===== src/rtl/responder_pkg.sv =====
// Shared definitions for the quiz responder arbiter: player count,
// arbiter state encoding and the lowest-index press selector.
package responder_pkg;

    localparam int PLAYER_CNT = 4;
    localparam int ID_W       = 2;

    typedef enum logic [2:0] {
        IDLE    = 3'd0,
        ARMED   = 3'd1,
        ANSWER  = 3'd2,
        TIMEOUT = 3'd3,
        FOUL    = 3'd4
    } state_t;

    // Lowest set bit wins when several contestants press in the same cycle.
    function automatic logic [ID_W-1:0] lowest_press(input logic [PLAYER_CNT-1:0] press);
        lowest_press = '0;
        for (int i = PLAYER_CNT - 1; i >= 0; i--) begin
            if (press[i]) lowest_press = ID_W'(i);
        end
    endfunction

endpackage


===== src/rtl/key_sync_edge.sv =====
// Two-flop synchronizer plus previous-value flop for one raw active-low key.
// press is a single-cycle pulse on the synchronized 1->0 transition.
module key_sync_edge (
    input  logic clk,
    input  logic rst,
    input  logic key_n,
    output logic press
);

    logic sync1;
    logic sync2;
    logic prev;

    // Flops reset to the released level so reset release never looks like a press.
    always_ff @(posedge clk or posedge rst) begin
        if (rst) begin
            sync1 <= 1'b1;
            sync2 <= 1'b1;
            prev  <= 1'b1;
        end else begin
            sync1 <= key_n;
            sync2 <= sync1;
            prev  <= sync2;
        end
    end

    assign press = prev & ~sync2;

endmodule


===== src/rtl/responder_arbiter.sv =====
// Quiz responder arbiter: host arms a round, first contestant press wins,
// early presses are fouls, buzzer pulses on answer or foul.
//
//   state   | meaning
//   --------+---------------------------------------------------
//   IDLE    | waiting for host start; any contestant press fouls
//   ARMED   | countdown running, first contestant press answers
//   ANSWER  | winner latched, buzzer pulse, waiting for clear
//   TIMEOUT | countdown expired with no press, waiting for clear
//   FOUL    | early presser latched, buzzer pulse, waiting for clear
module responder_arbiter
    import responder_pkg::*;
#(
    parameter int BUZZ_CYCLES = 25_000_000,
    parameter int N_PLAYERS   = PLAYER_CNT
) (
    input  logic                  CLK,
    input  logic                  Rst,
    input  logic                  Host_Start_n,
    input  logic                  Host_Clear_n,
    input  logic [PLAYER_CNT-1:0] Key_n,
    input  logic                  Time_Over,
    output logic                  Timer_Start,
    output logic [ID_W-1:0]       Winner_ID,
    output logic                  Winner_Valid,
    output logic                  Foul,
    output logic [PLAYER_CNT-1:0] LED_Player,
    output logic                  Buzzer
);

    localparam int CNT_W = (BUZZ_CYCLES < 1) ? 1 : $clog2(BUZZ_CYCLES + 1);
    localparam logic [CNT_W-1:0] BUZZ_LOAD = CNT_W'(BUZZ_CYCLES);

    logic [PLAYER_CNT-1:0] key_press;
    logic                  start_press;
    logic                  clear_press;

    state_t          state;
    state_t          state_nxt;
    logic            latch;
    logic [ID_W-1:0] latch_id;
    logic [ID_W-1:0] id_nxt;
    logic            holding;
    logic            buzz_start;
    logic [CNT_W-1:0] buzz_cnt;

    for (genvar i = 0; i < N_PLAYERS; i++) begin : g_key
        key_sync_edge u_key (
            .clk   (CLK),
            .rst   (Rst),
            .key_n (Key_n[i]),
            .press (key_press[i])
        );
    end

    key_sync_edge u_start (
        .clk   (CLK),
        .rst   (Rst),
        .key_n (Host_Start_n),
        .press (start_press)
    );

    key_sync_edge u_clear (
        .clk   (CLK),
        .rst   (Rst),
        .key_n (Host_Clear_n),
        .press (clear_press)
    );

    // Next state and winner latch; clear overrides everything, a press beats Time_Over.
    always_comb begin
        state_nxt = state;
        latch     = 1'b0;
        latch_id  = lowest_press(key_press);
        if (clear_press) begin
            state_nxt = IDLE;
        end else begin
            case (state)
                IDLE: begin
                    if (|key_press) begin
                        state_nxt = FOUL;
                        latch     = 1'b1;
                    end else if (start_press) begin
                        state_nxt = ARMED;
                    end
                end
                ARMED: begin
                    if (|key_press) begin
                        state_nxt = ANSWER;
                        latch     = 1'b1;
                    end else if (Time_Over) begin
                        state_nxt = TIMEOUT;
                    end
                end
                default: state_nxt = state;
            endcase
        end
    end

    assign id_nxt     = latch ? latch_id : Winner_ID;
    assign holding    = (state_nxt == ANSWER) || (state_nxt == FOUL);
    assign buzz_start = holding && (state_nxt != state);

    // State register and registered outputs, all derived from the next state.
    always_ff @(posedge CLK or posedge Rst) begin
        if (Rst) begin
            state        <= IDLE;
            Timer_Start  <= 1'b0;
            Winner_ID    <= '0;
            Winner_Valid <= 1'b0;
            Foul         <= 1'b0;
            LED_Player   <= '0;
        end else begin
            state        <= state_nxt;
            Timer_Start  <= (state_nxt == ARMED);
            Winner_ID    <= id_nxt;
            Winner_Valid <= (state_nxt == ANSWER);
            Foul         <= (state_nxt == FOUL);
            LED_Player   <= holding ? (PLAYER_CNT'(1) << id_nxt) : '0;
        end
    end

    // Buzzer pulse: loaded on entry to ANSWER/FOUL, cut short by any return to IDLE.
    always_ff @(posedge CLK or posedge Rst) begin
        if (Rst) begin
            buzz_cnt <= '0;
            Buzzer   <= 1'b0;
        end else if (state_nxt == IDLE) begin
            buzz_cnt <= '0;
            Buzzer   <= 1'b0;
        end else if (buzz_start) begin
            buzz_cnt <= BUZZ_LOAD;
            Buzzer   <= (BUZZ_CYCLES != 0);
        end else if (buzz_cnt != '0) begin
            buzz_cnt <= buzz_cnt - CNT_W'(1);
            Buzzer   <= (buzz_cnt != CNT_W'(1));
        end
    end

endmodule


===== config.mk =====
export PLATFORM = sky130hd
export DESIGN_NAME = responder_arbiter
export DESIGN_NICKNAME = d
export VERILOG_FILES = /design/src/rtl/responder_pkg.sv /design/src/rtl/key_sync_edge.sv /design/src/rtl/responder_arbiter.sv
export SDC_FILE = /design/constraint.sdc
export NUM_CORES = 1
export LEC_CHECK = 0
export CAP_MARGIN = 20
export CELL_PAD_IN_SITES_DETAIL_PLACEMENT = 1
export CELL_PAD_IN_SITES_GLOBAL_PLACEMENT = 1
export CORE_AREA = 2 2 80 101
export CTS_CLUSTER_SIZE = 10
export DETAILED_ROUTE_END_ITERATION = 16
export DIE_AREA = 0 0 82 103
export PLACE_DENSITY = 0.7
export SLEW_MARGIN = 20
export SYNTH_ARGS = -nofsm -noshare
export SYNTH_HDL_FRONTEND = slang
export SYNTH_SLANG_ARGS = --single-unit
export TNS_END_PERCENT = 1

===== constraint.sdc =====
create_clock -name CLK -period 2.75 [get_ports CLK]
set_input_delay 0.55 -clock CLK [delete_from_list [all_inputs] [get_ports CLK]]
set_output_delay 0.55 -clock CLK [all_outputs]
set_load 0.01 [all_outputs]

# Word-level counts from Yosys, hierarchy flattened
# Index checks and enable logic that the tools add are counted.
# Widths: inputs -> output; s select.
# totals
reg_bits	56
output_inout_bits	10
word_cells	75
input_bits	9
# classes
n_addsub	1
muxes	21
bitwise_logic	12
eq_ne	6
n_shift	1
reduce_logical	8
# op_table
cell	count
$mux 25	3
$ne 25x1->1 const B	1
$reduce_bool 25->1	1
$sub 25x1->25 const B	1
$mux 3	5
$mux 2	5
$and 1x1->1	6
$eq 3x1->1 const B	2
$logic_not 3->1	2
$mux 1	6
$not 1->1	6
$pmux 3 s2	1
$mux 4	1
$reduce_or 4->1	1
$shl 1x2->4 const A	1
$eq 3x2->1 const B	1
$eq 3x3->1 const B	1
$ne 3x3->1	1
$reduce_bool 3->1	1
$reduce_or 2->1	1
$logic_and 1x1->1	1
$logic_or 1x1->1	1

# Logic depth before layout (Yosys ltp)
# depth
ltp_word	11
depth_mapped	8
depth_no_buf	7

# By module
# A second synthesis with hierarchy kept.
# hier_totals
hier_cells	260
area_unflattened_um2	2746.4
# by_module_without_submodules
module	cells_each	seq_area_each_um2	instances	area_per_inst_um2
responder_arbiter	230	950.9	1	2168.3
key_sync_edge	5	78.8	6	96.3

# Worst setup path after synthesis
# Ideal clock, no wire load.
# synth_timing
path_type	reg-to-reg
start	reg buzz_cnt[10]
end	reg buzz_cnt[0]
setup_ns	0.132
path_stages_with_launch	7
path_slack_ns	0.748
arrival_time_ns	1.870
period_less_slack_ns	2.002
required_time_ns	2.618
path_buffers	1
path_cell_list	dfrtp_1 > or4_4 > nor4_4 > nand4_4 > buf_6 > xnor2_1 > nor2_1
# synth_via
elab_chain_cells	2
# synth_rtl
item	line	rtl
start, declared	responder_arbiter.sv:45	logic [CNT_W-1:0] buzz_cnt;
start signal, assigned	responder_arbiter.sv:135	buzz_cnt <= buzz_cnt - CNT_W'(1);
$reduce_bool 25->1	responder_arbiter.sv:134	end else if (buzz_cnt != '0) begin
$reduce_bool 3->1 (no line)	-	
# Every way passes these cells.
# A chain may end at the register's enable or synchronous reset.

# Final worst setup path
# layout_timing
start	reg g_key[0].u_key.sync2
end	reg buzz_cnt[14]
# layout_via
elab_chain_cells	11
word_cells_on_any_way	16
classes_between	eq/ne (3); mux (6); bitwise (2); reduce/logical (5)
# layout_rtl
item	line	rtl
start, declared	key_sync_edge.sv:11	logic sync2;
start signal, assigned	key_sync_edge.sv:22	sync2 <= sync1;
$not 1->1 (*)	key_sync_edge.sv:27	assign press = prev & ~sync2;
$and 1x1->1 (*)	key_sync_edge.sv:27	
$reduce_or 4->1 (*)	responder_arbiter.sv:80, responder_arbiter.sv:88	
$mux 3 (on tied branches)	responder_arbiter.sv:88, responder_arbiter.sv:80	
$pmux 3 s2 (*)	responder_arbiter.sv:78	case (state)
$mux 3 (*)	responder_arbiter.sv:75	if (clear_press) begin
$eq 3x2->1 / $eq 3x3->1 (equally long branches)	responder_arbiter.sv:101	assign holding = (state_nxt == ANSWER) || (state_nxt == FOUL);
$logic_or 1x1->1	responder_arbiter.sv:101	
$logic_and 1x1->1	responder_arbiter.sv:102	assign buzz_start = holding && (state_nxt != state);
$mux 25	responder_arbiter.sv:131	end else if (buzz_start) begin
$mux 25	responder_arbiter.sv:128	end else if (state_nxt == IDLE) begin
# Every way passes the cells marked *; elsewhere a longest branch is shown, timed or not.

==> results by group <==
Outcome
  • Status: finished, final reports clean

Timing
  • Slew Viols, Final: 0
  • Final setup vio count: 0
  • Final min period: 2.41 ns
  • Clk_skew: 0.00790 ns
  • RSZ-0062 raised after global routing: no
  • Final Hold Viols: 0
  • Max-Slew Margin vs Limit: 40.0%
  • Slew @ Worst Pin: 0.897 ns
  • Final setup TNS: 0 ns
  • Final worst-path cycle share: 87.6%
  • Max Fclk: 0.415 GHz

Critical path
  • Slowest CP cell: nor2_1
  • Critical-path cell list: nand2b_1 > nand4b_1 > a21oi_1 > o21bai_1 > nor2_1 > a21oi_1
  • Critical Path RT: 2.91 ns
  • Delay-heaviest family, CP: simple AND/OR/NAND/NOR gates
  • Worst path arrival time: 2.57 ns
  • Worst setup SP type: flop
  • CP Capture Type: flop
  • Worst Path Max Fanout: 13
  • Crit path kind: reg -> reg
  • Critical path's largest stage delay: 0.69 ns
  • Most frequent cell on the critical path: a21oi_1
  • Worst path bufs/invs: 0

Clock network
  • Clock transition at path regs: 0.11 ns
  • Post-CTS Repair Setup Buffers: 0
  • # resized after CTS: 0
  • CTS Sinks: 56
  • Clock Latency Late Sink: 0.32 ns
  • Hold bufs inserted after CTS: 0
  • H-Tree Depth: 2
  • CTS max path bufs: 2
  • Root Buffer: clkbuf_8
  • Clock tree from TritonCTS: done
  • CTS Buf Count: 5

Synth
  • Number of distinct library cells after synthesis: 48
  • Synth top cells by count: dfrtp_1 (38), nand2_1 (27), nor2_1 (27)
  • Post-Synthesis Cells: 243
  • Syn Area/Cell: 10.5 sq um
  • Synth Cell Area: 2550 sq um
  • Post-Synth XOR/XNOR Area: 4.81%
  • Async SR Flop Fraction: 100%
  • Simple-Gate Fraction of Synth Area: 23.0%
  • Yosys reg bits: 56
  • Area leader, netlist: dfrtp_1
  • EDFF count, synth: 0
  • Yosys top cell area share: 37.3%
  • Total nets after synthesis: 254
  • Compound-Gate Fraction of Synth Area: 12.5%
  • Proportion of synthesized area in mux cells: 0.393%
  • Combinational family with the most area after synthesis: simple AND/OR/NAND/NOR gates
  • Synth warn: 0
  • Register area share after synthesis: 55.9%
  • Post-Synth Adder-Cell Area: 0.982%
  • Count leader, synth: dfrtp_1
  • Area contributors post-synth: dfrtp_1 (37%), dfstp_2 (19%), a21oi_1 (4.1%)
  • Post-synth top flop: dfrtp_1

Run
  • Max Cap Viol: 0

Layout
  • Area Overhead vs Synth: 15.8%
  • Fillcell total: 858
  • N_diodes: 0
  • Proportion of layout cells with a drive suffix above 1: 16.9%
  • Cell area after layout: 2950 sq um
  • Utilization after layout: 39.0%
  • Final Net Count: 276

Pwr
  • Pwr/cell area: 957 nW/um^2
  • Max VDD drop: 303 uV
  • Pleak: 1.22 nW
  • Power Total: 2.82 mW

Floorplanning
  • Io pins: 19
  • Initial Util: 33.7%
  • Die H: 103 um
  • Die Width: 82 um
  • Core area: 7570 sq um
  • Die area: 8450 sq um
  • Rows: 36

Place
  • RePlAce Congestion: 0.767
  • Port bufs: 18
  • DP Wirelength: 3.48 mm
  • DP Area: 2850 sq um

GRT
  • GRT Total Usage: 13.9%
  • Initial antenna violation count: 0
  • Largest net degree at the start of global routing: 57
  • First-pass GRT wire length: 9.10 mm
  • GRT overflow: 0
  • Vias in the first global route: 1,884

Routing
  • Routed wire per std cell: 14.1 um
  • Final ANT Viol Nets: 0
  • DRT Pass-1 Iters: 4
  • Vias per cell: 5.07
  • Total Wirelength: 5.08 mm
  • DRC viols: 0
  • Drt initial violations: 78
  • Total number of vias: 1,830

Hold path
  • Hold Path Class: reg -> reg
-- worst reg2reg max path, delay by kind of cell, from the launching register on --
family	cells	cell delay [ns]
AOI/OAI and AO/OA	3	0.56
DFF	1	0.56
and+or+nand+nor	3	1.14
-- cell usage in the layout, fill, tap and decap left out, drive strengths merged, types with 2 or more instances in the layout --
cell	instances
nand2	27
inv	9
ha	2
nand3	6
nor2b	5
o41ai	2
dfstp	18
nand4	4
nand2b	4
xor2	8
or3	3
a21oi	21
dfrtp	38
a211oi	2
and3	2
nor3	5
clkbuf	5
nor3b	3
o21ai	12
a31oi	5
or4	5
xnor2	6
nor2	28
or2	2
nor4	5
o31ai	2
clkdlybuf4s50	18
buf	4
-- stage by stage --
stage	hold WS, ns	worst slack [ns]	std cells
after global routing	0.370	0.00587	361
after floorplan	0.345	0.748	243
after CTS	0.365	0.320	361
after global placement	0.346	0.362	353
final	0.363	0.341	361
after detailed placement	0.349	0.350	353
-- final cells by class --
type / count / area, sq um / share of cell area (%)
flip-flops and latches: 56 / 1420 / 48.3
clock buffers: 5 / 68.8 / 2.33
well taps: 95 / 119 / 4.03
multi-input cells: 173 / 1060 / 36.0
repair buffers: 22 / 223 / 7.55
clock inverters: 3 / 26.3 / 0.891
inverters: 7 / 26.3 / 0.891
-- metal layers --
layer  wire length [um]  vias to the layer above  global-route usage (%)
met5                  0                        -                       0
met4                 78                        0                    5.00
met3                114                        5                    2.10
met2               2500                       20                    23.5
met1               2390                      910                    18.0
li1                   -                      895                       -
-- power by group --
group          switching, mW  total, mW  leakage [nW]  internal (mW)
clock network          0.294      0.482        0.0506          0.189
logic                  0.580       1.08         0.490          0.497
registers              0.225       1.26         0.679           1.04
-- path summary, 6_finish.rpt --
kind,slack [ns],depth (start not counted),end,startpoint
setup / recovery,0.34,6,buzz_cnt[14]$_DFFE_PP0P_,g_key[0].u_key.sync2$_DFF_PP1_
hold / removal,0.36,0,g_key[2].u_key.sync2$_DFF_PP1_,g_key[2].u_key.sync1$_DFF_PP1_
setup reg to reg,0.34,6,buzz_cnt[14]$_DFFE_PP0P_,g_key[0].u_key.sync2$_DFF_PP1_
hold reg to reg,0.36,0,g_key[2].u_key.sync2$_DFF_PP1_,g_key[2].u_key.sync1$_DFF_PP1_
max in group asynchronous,1.87,3,g_key[1].u_key.sync2$_DFF_PP1_,Rst
min in group asynchronous,0.60,3,Winner_ID[0]$_DFF_PP0_,Rst
-- logic make-up after synthesis --
group	Yosys count
flip-flops	56
XOR/XNOR	14
multiplexers	1
AND/OR/NAND/NOR	104
AO/OA/AOI/OAI	52
buffers and inverters	14
adder cells (fa/ha/maj)	2
-- flip-flops by register name, indices dropped and copies added (netlist names) --
signal and count:
buzz_cnt 25, g_key.u_key.prev 4, u_start.prev 1, u_start.sync1 1, Winner_Valid 1, g_key.u_key.sync2 4, state 3, Buzzer 1
Timer_Start 1, Foul 1, u_clear.prev 1, Winner_ID 2, u_clear.sync1 1, u_start.sync2 1, u_clear.sync2 1, LED_Player 4
g_key.u_key.sync1 4
Power figures use the tool's default switching activity.
